### config.mk
export PLATFORM = sky130hd
export DESIGN_NAME = button_debounce
export DESIGN_NICKNAME = d
export VERILOG_FILES = /design/src/rtl/button_debounce.sv
export SDC_FILE = /design/constraint.sdc
export NUM_CORES = 1
export LEC_CHECK = 0
export ABC_AREA = 1
export CAP_MARGIN = 20
export CORE_ASPECT_RATIO = 0.75
export CORE_MARGIN = 2
export CORE_UTILIZATION = 57
export CTS_CLUSTER_SIZE = 30
export DETAILED_ROUTE_END_ITERATION = 16
export PLACE_DENSITY_LB_ADDON = 0.1
export SLEW_MARGIN = 10
export SYNTH_ARGS = -nofsm -noshare
export SYNTH_HDL_FRONTEND = slang
export SYNTH_SLANG_ARGS = --single-unit
### constraint.sdc
create_clock -name PCLK -period 3.14 [get_ports PCLK]
set_input_delay 0.471 -clock PCLK [delete_from_list [all_inputs] [get_ports PCLK]]
set_output_delay 0.471 -clock PCLK [all_outputs]
set_load 0.05 [all_outputs]
### src/rtl/button_debounce.sv
// button_debounce: synchronise and debounce WIDTH buttons (PCLK, RESET_n, BUTTON_IN, INT_ACK in; BUTTON_OUT, PRESS, RELEASE, CHANGED, INT_REQ out)
module button_debounce #(
  parameter int WIDTH = 8,
  parameter int PRESCALE = 1000,
  parameter int STABLE_TICKS = 4,
  parameter logic [WIDTH-1:0] INIT = {WIDTH{1'b1}}
) (
  input  logic             PCLK,
  input  logic             RESET_n,
  input  logic [WIDTH-1:0] BUTTON_IN,
  input  logic             INT_ACK,
  output logic [WIDTH-1:0] BUTTON_OUT,
  output logic [WIDTH-1:0] PRESS,
  output logic [WIDTH-1:0] RELEASE,
  output logic [WIDTH-1:0] CHANGED,
  output logic             INT_REQ
);
  localparam int PW = PRESCALE > 1 ? $clog2(PRESCALE) : 1;
  localparam int CW = $clog2(STABLE_TICKS + 1);
  localparam logic [PW-1:0] P_LAST = PW'(PRESCALE - 1);
  localparam logic [CW-1:0] C_LAST = CW'(STABLE_TICKS - 1);
  logic [WIDTH-1:0] sync1_q, sync2_q, out_q, out_d, press_q, press_d, release_q, release_d, changed_q, changed_d;
  logic [WIDTH-1:0][CW-1:0] cnt_q, cnt_d;
  logic [PW-1:0] presc_q, presc_d;
  logic tick;
  always_comb begin
    tick = presc_q == P_LAST;
    presc_d = tick ? '0 : presc_q + PW'(1);
    cnt_d = cnt_q;
    out_d = out_q;
    press_d = '0;
    release_d = '0;
    for (int i = 0; i < WIDTH; i++) begin
      if (tick) begin
        cnt_d[i] = (sync2_q[i] == out_q[i] || cnt_q[i] == C_LAST) ? '0 : cnt_q[i] + CW'(1);
        if (sync2_q[i] != out_q[i] && cnt_q[i] == C_LAST) begin
          out_d[i] = sync2_q[i];
          press_d[i] = sync2_q[i];
          release_d[i] = !sync2_q[i];
        end
      end
    end
    changed_d = (INT_ACK ? '0 : changed_q) | press_q | release_q;
  end
  always_ff @(posedge PCLK) begin
    if (!RESET_n) begin
      sync1_q <= INIT;
      sync2_q <= INIT;
      out_q <= INIT;
      press_q <= '0;
      release_q <= '0;
      changed_q <= '0;
      presc_q <= '0;
      cnt_q <= '0;
    end else begin
      sync1_q <= BUTTON_IN;
      sync2_q <= sync1_q;
      out_q <= out_d;
      press_q <= press_d;
      release_q <= release_d;
      changed_q <= changed_d;
      presc_q <= presc_d;
      cnt_q <= cnt_d;
    end
  end
  assign BUTTON_OUT = out_q;
  assign PRESS = press_q;
  assign RELEASE = release_q;
  assign CHANGED = changed_q;
  assign INT_REQ = |changed_q;
endmodule

==> results of run 1 <==
[area by class of cell]
| cell class | count | area, sq um | area share (%) |
|---|---|---|---|
| clock inverter | 3 | 65.1 | 1.60 |
| sequential | 82 | 1640 | 40.5 |
| timing repair buffer | 44 | 438 | 10.8 |
| clock buffer | 11 | 141 | 3.48 |
| tap | 78 | 97.6 | 2.41 |
| inverter | 46 | 173 | 4.26 |
| multi-input combinational | 257 | 1500 | 37.0 |
[cell usage after synthesis]
cell and count:
a21oi_1 12, buf_1 1, buf_2 3, buf_6 3
clkbuf_1 4, dfxtp_1 82, ha_1 17, inv_1 46
nand2_1 58, nand2_2 4, nand2_4 1, nand3_1 49
nand3_4 1, nand3b_1 2, nand4_1 11, nor2_1 34
nor2_4 2, nor2_8 1, nor3_1 1, nor3_2 15
nor3b_2 1, nor4_1 2, o21ai_0 15, o21ai_1 6
o21ai_2 4, o21bai_1 1, or2_0 1, or2_2 17
xor2_1 2
[cells by family (layout without fill, tap and decap cells)]
| kind of cell | after synthesis | in the layout |
|---|---|---|
| xor gates and xnor gates | 2 | 2 |
| adders and majority gates | 17 | 17 |
| buffers and inverters | 57 | 104 |
| DFF | 82 | 82 |
| and+or+nand+nor | 200 | 200 |
| AOI/OAI and AO/OA | 38 | 38 |
[metal layers]
metal / track usage [%] / share of wire [%] / up-vias
met5: 0 / 0 / -
met4: 4.41 / 0.73 / 0
met2: 37.8 / 48 / 38
met1: 27.4 / 48 / 1227
li1: - / - / 1381
met3: 7.77 / 3.8 / 6
[power groups by stage]
stage          logic, uW  clock network, uW  registers (uW)
4_1_cts             57.0                826            1060
5_1_grt             64.4                876            1060
3_5_place_dp        56.5                  0            1080
2_1_floorplan       36.6                  0            1080
6_report            56.4                811            1060
3_3_place_gp        55.9                  0            1080
[through the flow]
| stage | power [uW] | utilization, % | hold WS, ps |
|---|---|---|---|
| 6_report | 1930 | 70.4 | 406 |
| 5_1_grt | 2000 | 70.4 | 418 |
| 4_1_cts | 1940 | 70.4 | 405 |
| 3_5_place_dp | 1140 | 66.8 | 400 |
| 3_3_place_gp | 1140 | 66.8 | 396 |
| 2_1_floorplan | 1120 | - | 393 |
[path summary, 6_finish.rpt]
path / start / to / slack, ps / depth (start not counted)
setup / recovery: CHANGED[5] / INT_REQ / 900 / 3
hold / removal: sync1_q[2] / sync2_q[2] / 410 / 1
hold reg to reg: sync1_q[2] / sync2_q[2] / 410 / 1
setup reg to reg: presc_q[0] / cnt_q[14] / 1280 / 7
[cell usage in the layout (no fill, tap or decap), types with 15 or more instances in the layout]
cell             synthesis  final
o21ai_0                 15     15
clkdlybuf4s50_1          0     43
or2_2                   17     17
nand2_1                 58     58
nor2_1                  34     34
inv_1                   46     46
nor3_2                  15     15
dfxtp_1                 82     82
ha_1                    17     17
nand3_1                 49     49
[worst max-delay path: stages, from the launching register on]
cell and delay (ps):
dfxtp_1 330, nor4_1 320, nand2_1 80, clkdlybuf4s50_1 700
[flip-flops by register name, indices dropped and copies added, names as in the netlist]
register and cells:
BUTTON_OUT 8, CHANGED 8, PRESS 8, RELEASE 8, cnt_q 24, presc_q 10
sync1_q 8, sync2_q 8
==> summary.md, run 1 <==
| Metric | Value |
|---|---|
| Critical Path End Type | `primary output` |
| GPL Wtd Cong | `~0.78` |
| Required @ worst endpoint | `roughly 2700 ps` |
| First-pass GRT wire length | `between 10000 and 15000 microns` |
| Final cell count without fillers | `roughly 520` |
| Fin nets | `roughly 470` |
| Wire length per cell | `around 13 microns` |
| Fin. Hold Viols | `0` |
| Buffers on Ports | `43` |
| Clock Tree Buf Depth | `2` |
| Register bit total from synthesis | `82` |
| Max_cap viols | `0` |
| Initial antenna violation count | `0` |
| Mux contribution to synthesized area | `0%` |
| Drt pass-1 iters | `4` |
| Post-CTS Hold Buffers | `0` |
| Post-synthesis sequential area ratio | `around half` |
| Post-DP HPWL | `around 4500 microns` |
| Combinational family with the most area after synthesis | `simple AND/OR/NAND/NOR gates` |
| Max-slew violations | `0` |
| Post-Synthesis Net Count | `424` |
| Mapped Cells | `around 400` |
| Die X | `around 93 microns` |
| Cell Int Power | `between 1500 and 2000 uW` |
| Area grow syn2layout | `19.9%` |
| Overflow after GRT | `0` |
| Vias | `2652` |
| RSZ-0062 raised after global routing | `false` |
| Antenna cell count | `0` |
| Pre-CTS setup slack | `736 ps` |
| Mean Syn Cell Area | `8.54 sq um` |
| Critical-path maximum fanout | `3` |
| Post-Synth Adder-Cell Area | `about 6.3%` |
| Placed cells | `~510` |
| Fill count | `~480` |
| Critical path arrival | `between 1500 and 2000 ps` |
| Share of the synthesized area in the top cell type | `between 40% and 50%` |
| Post-Syn Area | `approximately 3400 sq um` |
| # rows | `24` |
| Gr usage total | `between 20% and 30%` |
| Min Tclk post-route | `2240 ps` |
| Post-synthesis compound-gate area fraction | `about 6.1%` |
| Post_cts resized | `0` |
| CTS Sinks | `slightly above 80` |
| Worst vdd ir | `~0.33 mV` |
| Leakage | `between 0.0015 and 0.002 uW` |
| Status | `complete, no violations` |
| Final setup viols | `0` |
| Hold Path Class | `reg2reg` |
| Share of cells above drive strength 1 | `a little over an eighth` |
| Synth area leaders | `dfxtp_1, nand3_1, nand2_1` |
| Via density | `5.09` |
| Cts bufs inserted | `9` |
| Xor/xnor cell area share of the yosys netlist | `less than 1%` |
| Setup WS post-layout | `904 ps` |
| Cell taking the most area after synthesis | `dfxtp_1` |
| Power per standard cell area | `about 480 nW/um^2` |
| Synth unique cells | `29` |
| Die height | `between 70 and 80 microns` |
| DRC | `0` |
| Clk pin slew, worst setup/hold paths | `approximately 80 ps` |
| Largest net degree at the start of global routing | `28` |
| Final Cycle Share | `71.2%` |
| Starting density of the core | `58.7%` |
| Number of I/O pins | `44` |
| Post-CTS Setup Bufs | `0` |
| Fin Setup TNS | `0 ps` |
| Switching portion of total power | `between 20% and 30%` |
| Root Driver | `clkbuf_8` |
| Max Fclk | `around 450 MHz` |
| Clock Skew | `about 11 ps` |
| Clk_lat worst skew | `350 ps` |
| Post-route ant nets | `0` |
| DIE AREA | `between 6000 and 7000 sq um` |
| Synth Area in Simple Gates | `a little under a third` |
| WL final | `between 6000 and 7000 microns` |
| Dpl cell area | `a little under 4000 sq um` |
| Iter 0 DRT Violations | `roughly 120` |
| Vias in the first global route | `about 2500` |
| Combinational share of power | `under 10%` |
| CTS tree | `built` |
| Crit start category | `flop` |
| Finished Cell Area | `roughly 4100 sq um` |
| Critical path class | `reg2out` |
| Core area | `about 5800 sq um` |
| Flop pwr share | `between 50% and 60%` |
| Clock Power Share | `approximately 42%` |
| Synth warn | `0` |
| Worst Max-Slew Pin Slew | `about 700 ps` |
| Depth of the CTS H-tree | `3` |
| Slew HR | `a little over half` |
| Total net switching power | `slightly below 400 uW` |
(Power assumes the default switching activity.)
==> run 2, diff against run 1 <==
--- a/config.mk
+++ b/config.mk
@@ -9,7 +9,7 @@
 export CAP_MARGIN = 20
 export CORE_ASPECT_RATIO = 0.75
 export CORE_MARGIN = 2
-export CORE_UTILIZATION = 57
+export CORE_UTILIZATION = 54
 export CTS_CLUSTER_SIZE = 30
 export DETAILED_ROUTE_END_ITERATION = 16
 export PLACE_DENSITY_LB_ADDON = 0.1
==> constraint.sdc (replaced) <==
create_clock -name PCLK -period 2.2 [get_ports PCLK]
set_input_delay 0.33 -clock PCLK [delete_from_list [all_inputs] [get_ports PCLK]]
set_output_delay 0.33 -clock PCLK [all_outputs]
set_load 0.05 [all_outputs]
==> run 2 against run 1 <==
Net effect:
- cell count is 0.38% higher
- design area is 0.15% lower
- global-route usage is 1.9 points lower
- first-iteration DRC count is 44% lower
- sequential share of layout area is 0.062 points higher
- clock skew is 4.3 ps lower
- sequential power is 42% higher
- critical path depth is 2 lower
- die area is 5.3% higher
==> summary.md, run 2 (same netlist as run 1, synthesis figures left out) <==
| Metric | Value |
|---|---|
| Core Util, Final | `68.1% (-2.2 points)` |
| Worst vdd ir | `0.386 mV (+18%)` |
| Slowest cell on crit path | `clkdlybuf4s50_1` |
| Worst path max stage delay | `820 ps (+120 ps)` |
| Via density | `5.10 (+0.14%)` |
| Power per standard cell area | `661 nW/um^2 (+39%)` |
| Post-route ant nets | `0 (unchanged)` |
| Fin Setup TNS | `0 ps (unchanged)` |
| Worst Path Buf+Inv | `1 (unchanged)` |
| Family with the most delay on the worst path | `buffers and inverters` |
| Max-slew violations | `0 (unchanged)` |
| Clock Tree Buf Depth | `2 (unchanged)` |
| Dpl cell area | `3850 sq um (unchanged)` |
| Critical path class | `reg2out` |
| Post-DP HPWL | `4570 microns (+1.5%)` |
| Status | `complete, no violations` |
| GPL Wtd Cong | `0.804 (+2.8%)` |
| Number of I/O pins | `44 (unchanged)` |
| Pre-CTS setup slack | `351 ps (-385 ps)` |
| CTS tree | `built` |
| Post-CTS Setup Bufs | `0 (unchanged)` |
| Post-CTS Hold Buffers | `0 (unchanged)` |
| Critical Path End Type | `primary output` |
| Cts bufs inserted | `9 (unchanged)` |
| Die height | `72.6 microns (+2.6%)` |
| Top Registers | `cnt_q: 24 flops, presc_q: 10 flops` |
| Hold Path Class | `reg2reg` |
| Fin. Hold Viols | `0 (unchanged)` |
| Finished Cell Area | `4050 sq um (-0.15%)` |
| Starting density of the core | `56.9% (-1.8 points)` |
| Fin Hold WS | `416 ps (+9.92 ps)` |
| Min Tclk post-route | `1880 ps` |
| Leakage | `0.00172 uW (+0.83%)` |
| Required @ worst endpoint | `1870 ps (-800 ps)` |
| Worst path cell trace | `clkdlybuf4s50_1` |
| WL final | `6580 microns (+0.67%)` |
| Biggest register | `cnt_q` |
| Die X | `95.4 microns (+2.6%)` |
| Max reg flops | `24 (unchanged)` |
| Crit start category | `flop` |
| Drt pass-1 iters | `4 (unchanged)` |
| Share of cells above drive strength 1 | `13.5% (-0.061 points)` |
| Post_cts resized | `0 (unchanged)` |
| Gr usage total | `20.2% (-1.9 points)` |
| DIE AREA | `6920 sq um (+5.3%)` |
| Depth of the CTS H-tree | `3 (unchanged)` |
| DRC | `0 (unchanged)` |
| Fill count | `504 (+6.1%)` |
| Final Cycle Share | `between 80% and 90%` |
| Core area | `5950 sq um (+3.1%)` |
| Wire length per cell | `12.6 microns (+0.29%)` |
| Overflow after GRT | `0 (unchanged)` |
| Antenna cell count | `0 (unchanged)` |
| Max_cap viols | `0 (unchanged)` |
| First-pass GRT wire length | `10800 microns (-5.1%)` |
| Iter 0 DRT Violations | `69 (-44%)` |
| Fin nets | `468 (unchanged)` |
| Clock Skew | `6.21 ps (-4.31 ps)` |
| RSZ-0062 raised after global routing | `false` |
| Slew HR | `52.5% (-0.61 points)` |
| Area grow syn2layout | `19.7%` |
| Vias | `2666 (+0.53%)` |
| Final setup viols | `0 (unchanged)` |
| Clk pin slew, worst setup/hold paths | `80 ps (about the same)` |
| Critical-path maximum fanout | `4 (+1)` |
| Clk_lat worst skew | `340 ps (about the same)` |
| Most frequent cells in the layout | `dfxtp_1, nand2_1, nand3_1` |
| Initial antenna violation count | `0 (unchanged)` |
| Commonest non-fill, non-tap cell in the layout | `dfxtp_1` |
| Root Driver | `clkbuf_8` |
| Worst Max-Slew Pin Slew | `711 ps (+9.11 ps)` |
| Critical path arrival | `1550 ps (-220 ps)` |
| # rows | `24 (unchanged)` |
| Largest net degree at the start of global routing | `28 (unchanged)` |
| CTS Sinks | `82 (unchanged)` |
| Buffers on Ports | `43 (unchanged)` |
| Vias in the first global route | `2415 (-3.7%)` |
| Setup WS post-layout | `318 ps (-586 ps)` |
| Max Fclk | `roughly 530 MHz` |
run 2: cell count changes in the layout (fill, tap and decap cells not counted):
cell	previous run	this run
clkdlybuf4s50_1	43	42
clkbuf_8	10	11
dlymetal6s2s_1	0	1
bufinv_16	2	1
clkbuf_1	1	3
run 2: stage by stage:
| step | std cells | power (uW) |
|---|---|---|
| 4_1_cts | 523 | 2700 |
| 3_3_place_gp | 507 | 1630 |
| 3_5_place_dp | 507 | 1630 |
| 2_1_floorplan | 396 | 1600 |
| 5_1_grt | 523 | 2770 |
| 6_report | 523 | 2680 |
run 2: layout make-up:
class / count / area (sq um) / area share (%)
Sequential cell: 82 / 1640 / 40.5
Multi-Input combinational cell: 257 / 1500 / 37.1
Timing Repair Buffer: 44 / 440 / 10.9
Clock inverter: 2 / 35.0 / 0.865
Clock buffer: 14 / 163 / 4.01
Inverter: 46 / 173 / 4.26
Tap cell: 78 / 97.6 / 2.41
run 2: where the power goes:
group	switching, uW	internal (uW)
combinational	46.6	35.1
clock	495	587
sequential	12.3	1500
run 2: metal layers:
layer	up-vias	wire [microns]	GRT usage (%)
li1	1386	-	-
met1	1231	3360	25.8
met3	8	184	5.30
met5	-	0	0
met2	41	2960	33.7
met4	0	69	6.51
run 2: worst paths after layout:
path / endpoint / slack (ps) / from / depth (start not counted)
worst max-delay path: BUTTON_OUT[1] / 320 / BUTTON_OUT[1] / 1
worst min-delay path: sync2_q[4] / 420 / sync1_q[4] / 1
worst max register to register: cnt_q[20] / 340 / presc_q[0] / 7
worst min register to register: sync2_q[4] / 420 / sync1_q[4] / 1
